<file path="src/rtl/doodle_pkg.sv">
// Shared state encodings and default geometry for the doodle jump core.
// Imported by the physics FSM, the hit detector and the VGA renderer.
package doodle_pkg;

    // One-hot jump states; bit order matches {q_Done, q_Down, q_Up, q_I}
    typedef enum logic [3:0] {
        ST_I    = 4'b0001,
        ST_UP   = 4'b0010,
        ST_DOWN = 4'b0100,
        ST_DONE = 4'b1000
    } state_t;

    // Default geometry in pixels
    localparam int DEF_DOODLE_R    = 13;
    localparam int DEF_PLAT_RW     = 32;
    localparam int DEF_PLAT_RH     = 7;
    localparam int DEF_SCROLL_LINE = 275;

endpackage

</file>
<file path="src/rtl/plat_hit_detect.sv">
// Combinational landing check of the doodle against NUM_PLAT platforms.
// Ports: doodle_x/doodle_y (screen), scroll, plat_x_flat/plat_y_flat (world),
//        plat_valid in; hit flag and lowest hit slot index out.
module plat_hit_detect #(
    parameter int NUM_PLAT = 12,
    parameter int COORD_W  = 16,
    parameter int DOODLE_R = 13,
    parameter int PLAT_RW  = 32,
    parameter int PLAT_RH  = 7,
    parameter int IDX_W    = 4
) (
    input  logic [COORD_W-1:0]          doodle_x,
    input  logic [COORD_W-1:0]          doodle_y,
    input  logic [COORD_W-1:0]          scroll,
    input  logic [NUM_PLAT*COORD_W-1:0] plat_x_flat,
    input  logic [NUM_PLAT*COORD_W-1:0] plat_y_flat,
    input  logic [NUM_PLAT-1:0]         plat_valid,
    output logic                        hit,
    output logic [IDX_W-1:0]            hit_idx
);

    // Two guard bits keep unsigned screen values, signed world y and the
    // added scroll from wrapping in any of the comparisons.
    localparam int W = COORD_W + 2;

    localparam logic signed [W-1:0] R  = W'(DOODLE_R);
    localparam logic signed [W-1:0] RW = W'(PLAT_RW);
    localparam logic signed [W-1:0] RH = W'(PLAT_RH);

    logic signed [W-1:0] dx_lo;
    logic signed [W-1:0] dx_hi;
    logic signed [W-1:0] dy_bot;
    logic signed [W-1:0] sc;
    logic [NUM_PLAT-1:0] slot_hit;

    assign dx_hi  = $signed({2'b00, doodle_x}) + R;
    assign dx_lo  = $signed({2'b00, doodle_x}) - R;
    assign dy_bot = $signed({2'b00, doodle_y}) + R;
    assign sc     = $signed({2'b00, scroll});

    for (genvar i = 0; i < NUM_PLAT; i++) begin : g_slot
        logic [COORD_W-1:0] px_raw;
        logic [COORD_W-1:0] py_raw;
        logic signed [W-1:0] px;
        logic signed [W-1:0] py;

        assign px_raw = plat_x_flat[i*COORD_W +: COORD_W];
        assign py_raw = plat_y_flat[i*COORD_W +: COORD_W];
        assign px = $signed({2'b00, px_raw});
        // Platform y is world-space and may be negative; shift to screen.
        assign py = $signed({{2{py_raw[COORD_W-1]}}, py_raw}) + sc;

        assign slot_hit[i] = plat_valid[i]
                          && (dx_hi >= px - RW)
                          && (dx_lo <= px + RW)
                          && (dy_bot >= py - RH)
                          && (dy_bot <= py + RH);
    end

    // Scan downward so the lowest-index hit is the one left standing
    always_comb begin
        hit     = |slot_hit;
        hit_idx = '0;
        for (int i = NUM_PLAT - 1; i >= 0; i--) begin
            if (slot_hit[i]) hit_idx = IDX_W'(i);
        end
    end

endmodule

</file>
<file path="src/rtl/doodle_physics_fsm.sv">
// Jump sequencer I -> UP -> DOWN -> DONE with scroll, score and landing.
// Ports: Clk, Reset, Start, Ack, tick, vert_speed, doodle pos, platform table
//        in; one-hot state, is_in_middle, scroll, scores, land info out.
module doodle_physics_fsm
    import doodle_pkg::*;
#(
    parameter int NUM_PLAT    = 12,
    parameter int COORD_W     = 16,
    parameter int JUMP_HEIGHT = 160,
    parameter int DEATH_FALL  = 530,
    parameter int SCROLL_LINE = DEF_SCROLL_LINE,
    parameter int DOODLE_R    = DEF_DOODLE_R,
    parameter int PLAT_RW     = DEF_PLAT_RW,
    parameter int PLAT_RH     = DEF_PLAT_RH,
    parameter int SPEED_W     = 4,
    localparam int IDX_W      = (NUM_PLAT > 1) ? $clog2(NUM_PLAT) : 1
) (
    input  logic                        Clk,
    input  logic                        Reset,
    input  logic                        Start,
    input  logic                        Ack,
    input  logic                        tick,
    input  logic [SPEED_W-1:0]          vert_speed,
    input  logic [COORD_W-1:0]          doodle_x,
    input  logic [COORD_W-1:0]          doodle_y,
    input  logic [NUM_PLAT*COORD_W-1:0] plat_x_flat,
    input  logic [NUM_PLAT*COORD_W-1:0] plat_y_flat,
    input  logic [NUM_PLAT-1:0]         plat_valid,
    output logic                        q_I,
    output logic                        q_Up,
    output logic                        q_Down,
    output logic                        q_Done,
    output logic                        is_in_middle,
    output logic [COORD_W-1:0]          scroll,
    output logic [COORD_W-1:0]          score,
    output logic [COORD_W-1:0]          best_score,
    output logic                        land_pulse,
    output logic [IDX_W-1:0]            hit_index
);

    state_t             state;
    logic [COORD_W-1:0] up_count;
    logic [COORD_W-1:0] fall_time;

    logic               hit;
    logic [IDX_W-1:0]   hit_idx;

    // One spare bit on each sum so threshold tests never wrap
    logic [COORD_W:0]   spd;
    logic [COORD_W:0]   up_sum;
    logic [COORD_W:0]   fall_sum;
    logic [COORD_W:0]   score_sum;
    logic [COORD_W-1:0] fall_sat;
    logic [COORD_W-1:0] score_sat;

    assign spd       = (COORD_W+1)'(vert_speed);
    assign up_sum    = {1'b0, up_count} + spd;
    assign fall_sum  = {1'b0, fall_time} + spd;
    assign score_sum = {1'b0, score} + spd;
    assign fall_sat  = fall_sum[COORD_W] ? '1 : fall_sum[COORD_W-1:0];
    assign score_sat = score_sum[COORD_W] ? '1 : score_sum[COORD_W-1:0];

    assign {q_Done, q_Down, q_Up, q_I} = state;

    plat_hit_detect #(
        .NUM_PLAT (NUM_PLAT),
        .COORD_W  (COORD_W),
        .DOODLE_R (DOODLE_R),
        .PLAT_RW  (PLAT_RW),
        .PLAT_RH  (PLAT_RH),
        .IDX_W    (IDX_W)
    ) u_hit (
        .doodle_x    (doodle_x),
        .doodle_y    (doodle_y),
        .scroll      (scroll),
        .plat_x_flat (plat_x_flat),
        .plat_y_flat (plat_y_flat),
        .plat_valid  (plat_valid),
        .hit         (hit),
        .hit_idx     (hit_idx)
    );

    always_ff @(posedge Clk or posedge Reset) begin
        if (Reset) begin
            state        <= ST_I;
            up_count     <= '0;
            fall_time    <= '0;
            scroll       <= '0;
            score        <= '0;
            best_score   <= '0;
            is_in_middle <= 1'b0;
            land_pulse   <= 1'b0;
            hit_index    <= '0;
        end else begin
            land_pulse <= 1'b0;
            case (state)
                ST_I: begin
                    if (Start) begin
                        state     <= ST_UP;
                        up_count  <= '0;
                        fall_time <= '0;
                        scroll    <= '0;
                        score     <= '0;
                    end
                end
                ST_UP: begin
                    if (tick) begin
                        up_count  <= up_sum[COORD_W-1:0];
                        fall_time <= '0;
                        if (up_sum >= (COORD_W+1)'(JUMP_HEIGHT)) state <= ST_DOWN;
                        if (doodle_y <= COORD_W'(SCROLL_LINE)) begin
                            scroll       <= scroll + spd[COORD_W-1:0];
                            score        <= score_sat;
                            is_in_middle <= 1'b1;
                        end else begin
                            is_in_middle <= 1'b0;
                        end
                    end
                end
                ST_DOWN: begin
                    if (tick) begin
                        fall_time    <= fall_sat;
                        is_in_middle <= 1'b0;
                        // Death outranks a landing on the same tick
                        if (fall_sum >= (COORD_W+1)'(DEATH_FALL)) begin
                            state <= ST_DONE;
                            if (score > best_score) best_score <= score;
                        end else if (hit) begin
                            state      <= ST_UP;
                            up_count   <= '0;
                            land_pulse <= 1'b1;
                            hit_index  <= hit_idx;
                        end
                    end
                end
                ST_DONE: begin
                    if (Ack) state <= ST_I;
                end
                default: state <= ST_I;
            endcase
        end
    end

endmodule

</file>
<file path="config.mk">
export PLATFORM = sky130hd
export DESIGN_NAME = doodle_physics_fsm
export DESIGN_NICKNAME = d
export VERILOG_FILES = /design/src/rtl/doodle_pkg.sv /design/src/rtl/plat_hit_detect.sv /design/src/rtl/doodle_physics_fsm.sv
export SDC_FILE = /design/constraint.sdc
export NUM_CORES = 2
export LEC_CHECK = 0
export BUFFER_PORTS_ARGS = -buffer_cell sky130_fd_sc_hd__buf_4
export CAP_MARGIN = 20
export CORE_MARGIN = 2
export CORE_UTILIZATION = 30
export DETAILED_ROUTE_END_ITERATION = 16
export GPL_TIMING_DRIVEN = 0
export PLACE_DENSITY = 0.44
export SYNTH_ARGS = -nofsm -noshare
export SYNTH_HDL_FRONTEND = slang
export SYNTH_SLANG_ARGS = --single-unit
</file>
<file path="constraint.sdc">
create_clock -name Clk -period 7.2 [get_ports Clk]
set_input_delay 0.36 -clock Clk [delete_from_list [all_inputs] [get_ports Clk]]
set_output_delay 0.36 -clock Clk [all_outputs]
set_load 0.05 [all_outputs]
</file>
======== Word level (Yosys, flattened, before mapping) ========
Index checks and enable logic that the tools add are counted.
cells by class
  add/subtract/negate cells ............... 67
  order comparisons ....................... 52
  equal/unequal tests ..................... 13
  multiplexer cells ....................... 45
  bitwise operators ....................... 1
  reductions and logical operators ........ 59
operators by type and width
  kind                   count
  $ge 18x18->1           24
  $le 18x18->1           24
  $add 16x17->18         12
  $add 18x4->18 const B  12
  $sub 18x4->18 const B  12
  $mux 16                13
  $add 16x6->17 const B  12
  $sub 16x6->17 const B  12
  $pmux 16 s3            2
  $mux 4                 19
  $pmux 16 s2            2
  $add 16x4->17          3
  $logic_and 1x1->1      48
  $add 16x4->17 const B  2
  $ge 17x10->1 const B   1
  $ge 17x8->1 const B    1
  $sub 16x4->17 const B  1
  $add 16x4->16          1
  $gt 16x16->1           1
  $le 16x9->1 const B    1
  $ne 2x2->1 const B     8
  $pmux 4 s4             1
  $reduce_and 4->1       4
  $reduce_and 6->1       2
  other kinds (12)       19
word-level totals
  register bits after elaboration ......... 90
  input bits .............................. 437
  output and inout port bits .............. 58
  word-level logic and storage cells ...... 246

======== Longest topological paths before layout ========
  word-level depth ........................ 18
  mapped depth ............................ 27
  gate-level depth less buffers ........... 25

======== Cells and area by module ========
A second synthesis with hierarchy kept.
unflattened totals
  cells, all modules ...................... 5919
  area, all modules ....................... 45630.0 um2
by module, submodules not included
  module              times used  cells each  area an instance (um2)  seq. area each (um2)
  plat_hit_detect     1           5295        39864.5                 0.0
  doodle_physics_fsm  1           624         5765.5                  2253.4

======== Worst setup path before layout ========
OpenSTA, ideal clock, no wires.
  kind .................................... register to register
  start ................................... register scroll[1]
  end ..................................... register up_count[7]
  setup time .............................. 0.131 ns
  arrival time ............................ 6.590 ns
  data required time ...................... 7.069 ns
  path slack .............................. 0.479 ns
  stages on the path, launching flop included .. 25
  buffers on the path ..................... 1
  period minus slack after synthesis ...... 6.721 ns
  path through ............................ dfrtp_1 > inv_1 > fa_1 > nand2b_1 > a21oi_1 > nor3_1 > xnor2_1 > nand4_1 > or3_1 > nand2b_1 > or3_1 > xnor2_1 > ha_1 > o21a_1 > o21ai_0 > a31oi_1 > o32ai_1 > nand2_1 > or3_1 > a211oi_1 > nor4_2 > a31o_1 > a21oi_4 > buf_6 > o221ai_2
between the ends
  cells in the longest elaborated chain, start to end .. 8
  elaborated cells on any way between the ends .. 87
  those cells by class .................... add/sub: 36; order compare: 24; eq/ne: 1; reduce/logical: 26
ends and longest elaborated chain
  element                         line                       RTL
  start: declaration              doodle_physics_fsm.sv:34   output logic [COORD_W-1:0] scroll,
  start signal: assignment        doodle_physics_fsm.sv:112  scroll <= scroll + spd[COORD_W-1:0];
  $add 16x17->18                  plat_hit_detect.sv:51      assign py = $signed({{2{py_raw[COORD_W-1]}}, py_raw}) + sc;
  $sub 18x4->18                   plat_hit_detect.sv:56      && (dy_bot >= py - RH)
  $ge 18x18->1                    plat_hit_detect.sv:56
  $logic_and 1x1->1               plat_hit_detect.sv:56
  $logic_and 1x1->1               plat_hit_detect.sv:57      && (dy_bot <= py + RH);
  $reduce_or 12->1 (*)            plat_hit_detect.sv:62      hit = |slot_hit;
  $ne 2x2->1 (no line) (*)        n/a
  $reduce_and 6->1 (no line) (*)  n/a
  end signal: assignment          doodle_physics_fsm.sv:108  up_count <= up_sum[COORD_W-1:0];
  end: declaration                doodle_physics_fsm.sv:42   logic [COORD_W-1:0] up_count;
Every way passes the cells marked *; elsewhere a longest branch is shown, timed or not.
A chain may end at the register's enable or synchronous reset.

======== Worst setup path after layout ========
  start ................................... register scroll[8]
  end ..................................... register up_count[2]
The elaborated chain is that of the path after synthesis.

==> results.md <==
* Prevailing post-synth register cell: dfrtp_1
* Number of antenna violations at the first check in global routing at 37
* Period minus WS final at 6924 ps
* Relative area change from synthesis to final layout at 19.47%
* Average size of a mapped cell at 7.550 µm²
* H-tree depth at 3
* Number of nets in the layout at 8122
* Mapped Cells at 6026
* Leftover overflow at the end of global routing at 0
* Top-level I/O count at 495
* Largest cells by area after synthesis: ha_1 29%, xnor2_1 8.8%, xor2_1 6.5%
* CTS Root Cell: clkbuf_16
* GPL Wtd Cong at 0.8945
* Core ar. at 0.1501 mm²
* Clock-pin slew of the registers on the worst-case setup and hold paths at 80 ps
* Synthesized area at 0.04550 mm²
* Element type at the critical path start: register
* Power per cell area at 143.5 mW/mm²
* Number of port buffers at 449
* Required time reported for the critical path endpoint at 7470 ps
* Cell at the slowest stage of the critical path: dfrtp_2
* Number of pins exceeding their max-slew limit in the final report at 0
* Share of flip-flops with an asynchronous set or reset after synthesis at 1.000
* Antenna Nets Post-Route at 0
* Library cell with the largest summed area after synthesis: ha_1
* Die height at 393.4 µm
* Largest clock skew in the final design at 14.26 ps
* Final wirelength at 190300 µm
* Slew at the pin with the worst max-slew slack at 1109 ps
* Maximum fanout along the worst path at 10
* Avg WL per Cell at 22.00 µm
* Series of cell instances along the critical path: buf_12, ha_1, nand2_1, o21ai_0, or2_2, o221ai_2, nor4_2, or3b_2, nor2_1, nand2_1, or4_1, xnor2_1, ha_1, nand4_1, nor2_1, a21oi_1, a221o_1, a211o_1, and3_2, a31o_1, a21oi_4, buf_4, mux2i_1
* Buffering stage count on the worst path with inverters included at 2
* Global-route wire length before repair at 282200 µm
* Final period util at 0.9617
* Worst slack at placement at -1527 ps
* Standard-cell row count at 142
* Number of vias per cell at 5.457
* Maximum VDD drop at 0.1506 mV
* Total CTS buffers at 9
* Number of different library cells in the post-synthesis netlist at 104
* Iter 0 DRT Violations at 2794
* Drt pass-1 iters at 5
* Estimated wirelength of the detail-placed design at 157200 µm
* Nature of the critical path endpoint: register
* Clock tree from TritonCTS: yes
* Register bit total from synthesis at 90
* Status: finished clean
* Buffer levels on the longest clock path at 2
* Class of the worst hold path: in2async
* Number of global-route vias before repair at 45050
* Setup repair after global routing missed its margin: no
* Total number of vias at 47210
* Final Hold Vio Count at 0
* Category of cells accounting for the largest share of critical-path delay: simple AND/OR/NAND/NOR gates
* Share of synthesized area occupied by flip-flops and latches at 0.04953
* Post-Layout Cell Count at 8650
* Remaining design rule violation count at 0
* Clock sinks at 90
* Reported leakage power at 24.20 nW
* Met1 usage at 0.3279
* Max-cap violation count at 0
* Initial core utilization at 0.3030
* Number of enable-type register cells in the synthesized netlist at 0
* Global routing usage on met2 at 0.3914
* Met3 Use GR at 0.01552
* Post-synth top area share at 0.2934
* CP Data Arrival Time at 7190 ps
* Pin count of the biggest net entering global routing at 61
* Setup ws final at 275.9 ps
* Clock insertion delay at the later pin of the skew report at 360 ps
* Synthesized netlist net count at 7546
* Cell Count Post-Placement at 8585
* Die outline width at 393.4 µm
* Highest Clock Rate at 0.1444 GHz
* Final setup viols at 0
* Fraction of layout instances using a drive strength above 1 at 0.1202
* Total routing resource utilization after global routing at 0.2351
* Crit Path Category: reg2reg
* Relative slew margins at 0.2606
* Area of the die at 0.1548 mm²
* Slowest Stage Delay on Critical Path at 560 ps
* Busiest layer in global routing: met2
* Synth Warn # at 0
-- worst paths after layout --
check                           slack, ps                       end  depth (start not counted)                startpoint
worst max-delay path                  280   up_count[2]$_DFFE_PP0P_                         23     scroll[8]$_DFFE_PP0P_
worst min-delay path                   40      state[2]$_DFFE_PP0P_                          2                     Reset
worst max register to register        280   up_count[2]$_DFFE_PP0P_                         23     scroll[8]$_DFFE_PP0P_
worst min register to register        490  fall_time[3]$_DFFE_PP0P_                          1  fall_time[3]$_DFFE_PP0P_
max in group asynchronous            6470     scroll[1]$_DFFE_PP0P_                          3                     Reset
min in group Clk                      330  is_in_middle$_DFFE_PP0P_                          4                      tick
-- report_power, final --
part	switching, W	internal [W]
registers	0.0000718	0.000564
logic	0.00394	0.00275
clock network	0.000237	0.000244
-- cell families (layout without fill, tap and decap cells) --
| group | after synthesis | in the layout | synth area share |
|---|---|---|---|
| other | 0 | 27 | 0 |
| multiplexers | 34 | 34 | 0.007975 |
| flip-flops | 90 | 90 | 0.04953 |
| adder cells (fa/ha/maj) | 1083 | 1083 | 0.3005 |
| AO/OA/AOI/OAI | 1495 | 1495 | 0.2143 |
| buffers and inverters | 421 | 1002 | 0.03501 |
| XOR/XNOR | 799 | 799 | 0.1543 |
| AND/OR/NAND/NOR | 2104 | 2104 | 0.2384 |
-- layout make-up --
| type | instances | area [µm²] |
|---|---|---|
| fillers | 15970 | 95780 |
| multi-input cells | 5515 | 42470 |
| repair buffers | 566 | 5131 |
| well taps | 2016 | 2522 |
| flip-flops and latches | 90 | 2278 |
| inverters | 293 | 1107 |
| plain buffers | 127 | 489.2 |
| clock buffers | 9 | 225.2 |
| diodes | 27 | 67.56 |
| clock inverters | 7 | 65.06 |
-- cell usage in the layout (no fill, tap or decap), types with 20 or more instances in the layout --
| cell type | n |
|---|---|
| o31ai_1 | 22 |
| nand3_1 | 265 |
| or3_1 | 58 |
| nor2b_1 | 69 |
| nand3b_1 | 30 |
| or2_2 | 23 |
| o21a_1 | 53 |
| nor3b_1 | 25 |
| clkbuf_1 | 121 |
| a21o_1 | 181 |
| o2111ai_1 | 26 |
| buf_4 | 470 |
| inv_1 | 289 |
| ha_1 | 1066 |
| nand2_1 | 474 |
| o211ai_1 | 49 |
| nor3_1 | 171 |
| or4_1 | 24 |
| a31oi_1 | 43 |
| buf_8 | 48 |
| nor4_1 | 70 |
| and2_1 | 36 |
| diode_2 | 27 |
| nand2b_1 | 69 |
| and4_1 | 47 |
| xnor2_2 | 34 |
| nand4_1 | 190 |
| a221oi_1 | 20 |
| a211oi_1 | 68 |
| a2111oi_0 | 30 |
| nor2_1 | 408 |
| buf_12 | 27 |
| xor2_1 | 315 |
| dfrtp_1 | 73 |
| and3_1 | 66 |
| o21ai_0 | 290 |
| a21oi_1 | 446 |
| a211o_1 | 27 |
| xnor2_1 | 426 |
-- metrics by stage --
step / hold WS, ps / util / TNS [ps] / area, µm² / total power (W)
after floorplan: 453.8 / - / 0 / 45500 / 0.005192
after global placement: 471.8 / 0.3423 / -95460 / 51390 / 0.006932
after detailed placement: 425.3 / 0.3557 / -27700 / 53410 / 0.007181
after CTS: 41.69 / 0.3592 / 0 / 53920 / 0.007769
after global routing: 64.19 / 0.3620 / 0 / 54350 / 0.008691
final: 36.57 / 0.3621 / 0 / 54360 / 0.007801
-- worst reg2reg max path, delay by kind of cell, from the launching register on --
family,cells,cell delay [ps]
AO/OA/AOI/OAI,7,2190
XOR/XNOR,1,200
adder cells (fa/ha/maj),2,820
buffers and inverters,2,420
flip-flops,1,560
multiplexers,1,200
AND/OR/NAND/NOR,10,2480
-- repair_timing --
action,4_1_cts,5_1_grt
gates cloned,0,0
pin swaps,3,6
gates resized for setup,30,45
buffers inserted,9,10
hold buffers,0,0
setup endpoints to repair,23,23
-- cell usage after synthesis (all sizes together), types with 78 or more instances --
master,count
clkbuf,123
nor3,177
a21o,181
o21ai,311
inv,293
a21oi,451
nand3,265
nor2,408
nor4,78
xnor2,460
nand4,190
a211oi,80
xor2,339
dfrtp,89
nand2,474
ha,1067
-- flip-flops by register name (all words and copies together), names as in the netlist --
name	flops
up_count	16
score	16
is_in_middle	1
fall_time	16
best_score	16
state	4
scroll	16
hit_index	4
land_pulse	1
-- metal layers --
| metal | wire length, µm | up-vias |
|---|---|---|
| li1 | - | 23680 |
| met1 | 91500 | 22460 |
| met2 | 87750 | 881 |
| met3 | 6368 | 172 |
| met4 | 4595 | 8 |
| met5 | 50 | - |
(Power assumes the default switching activity.)
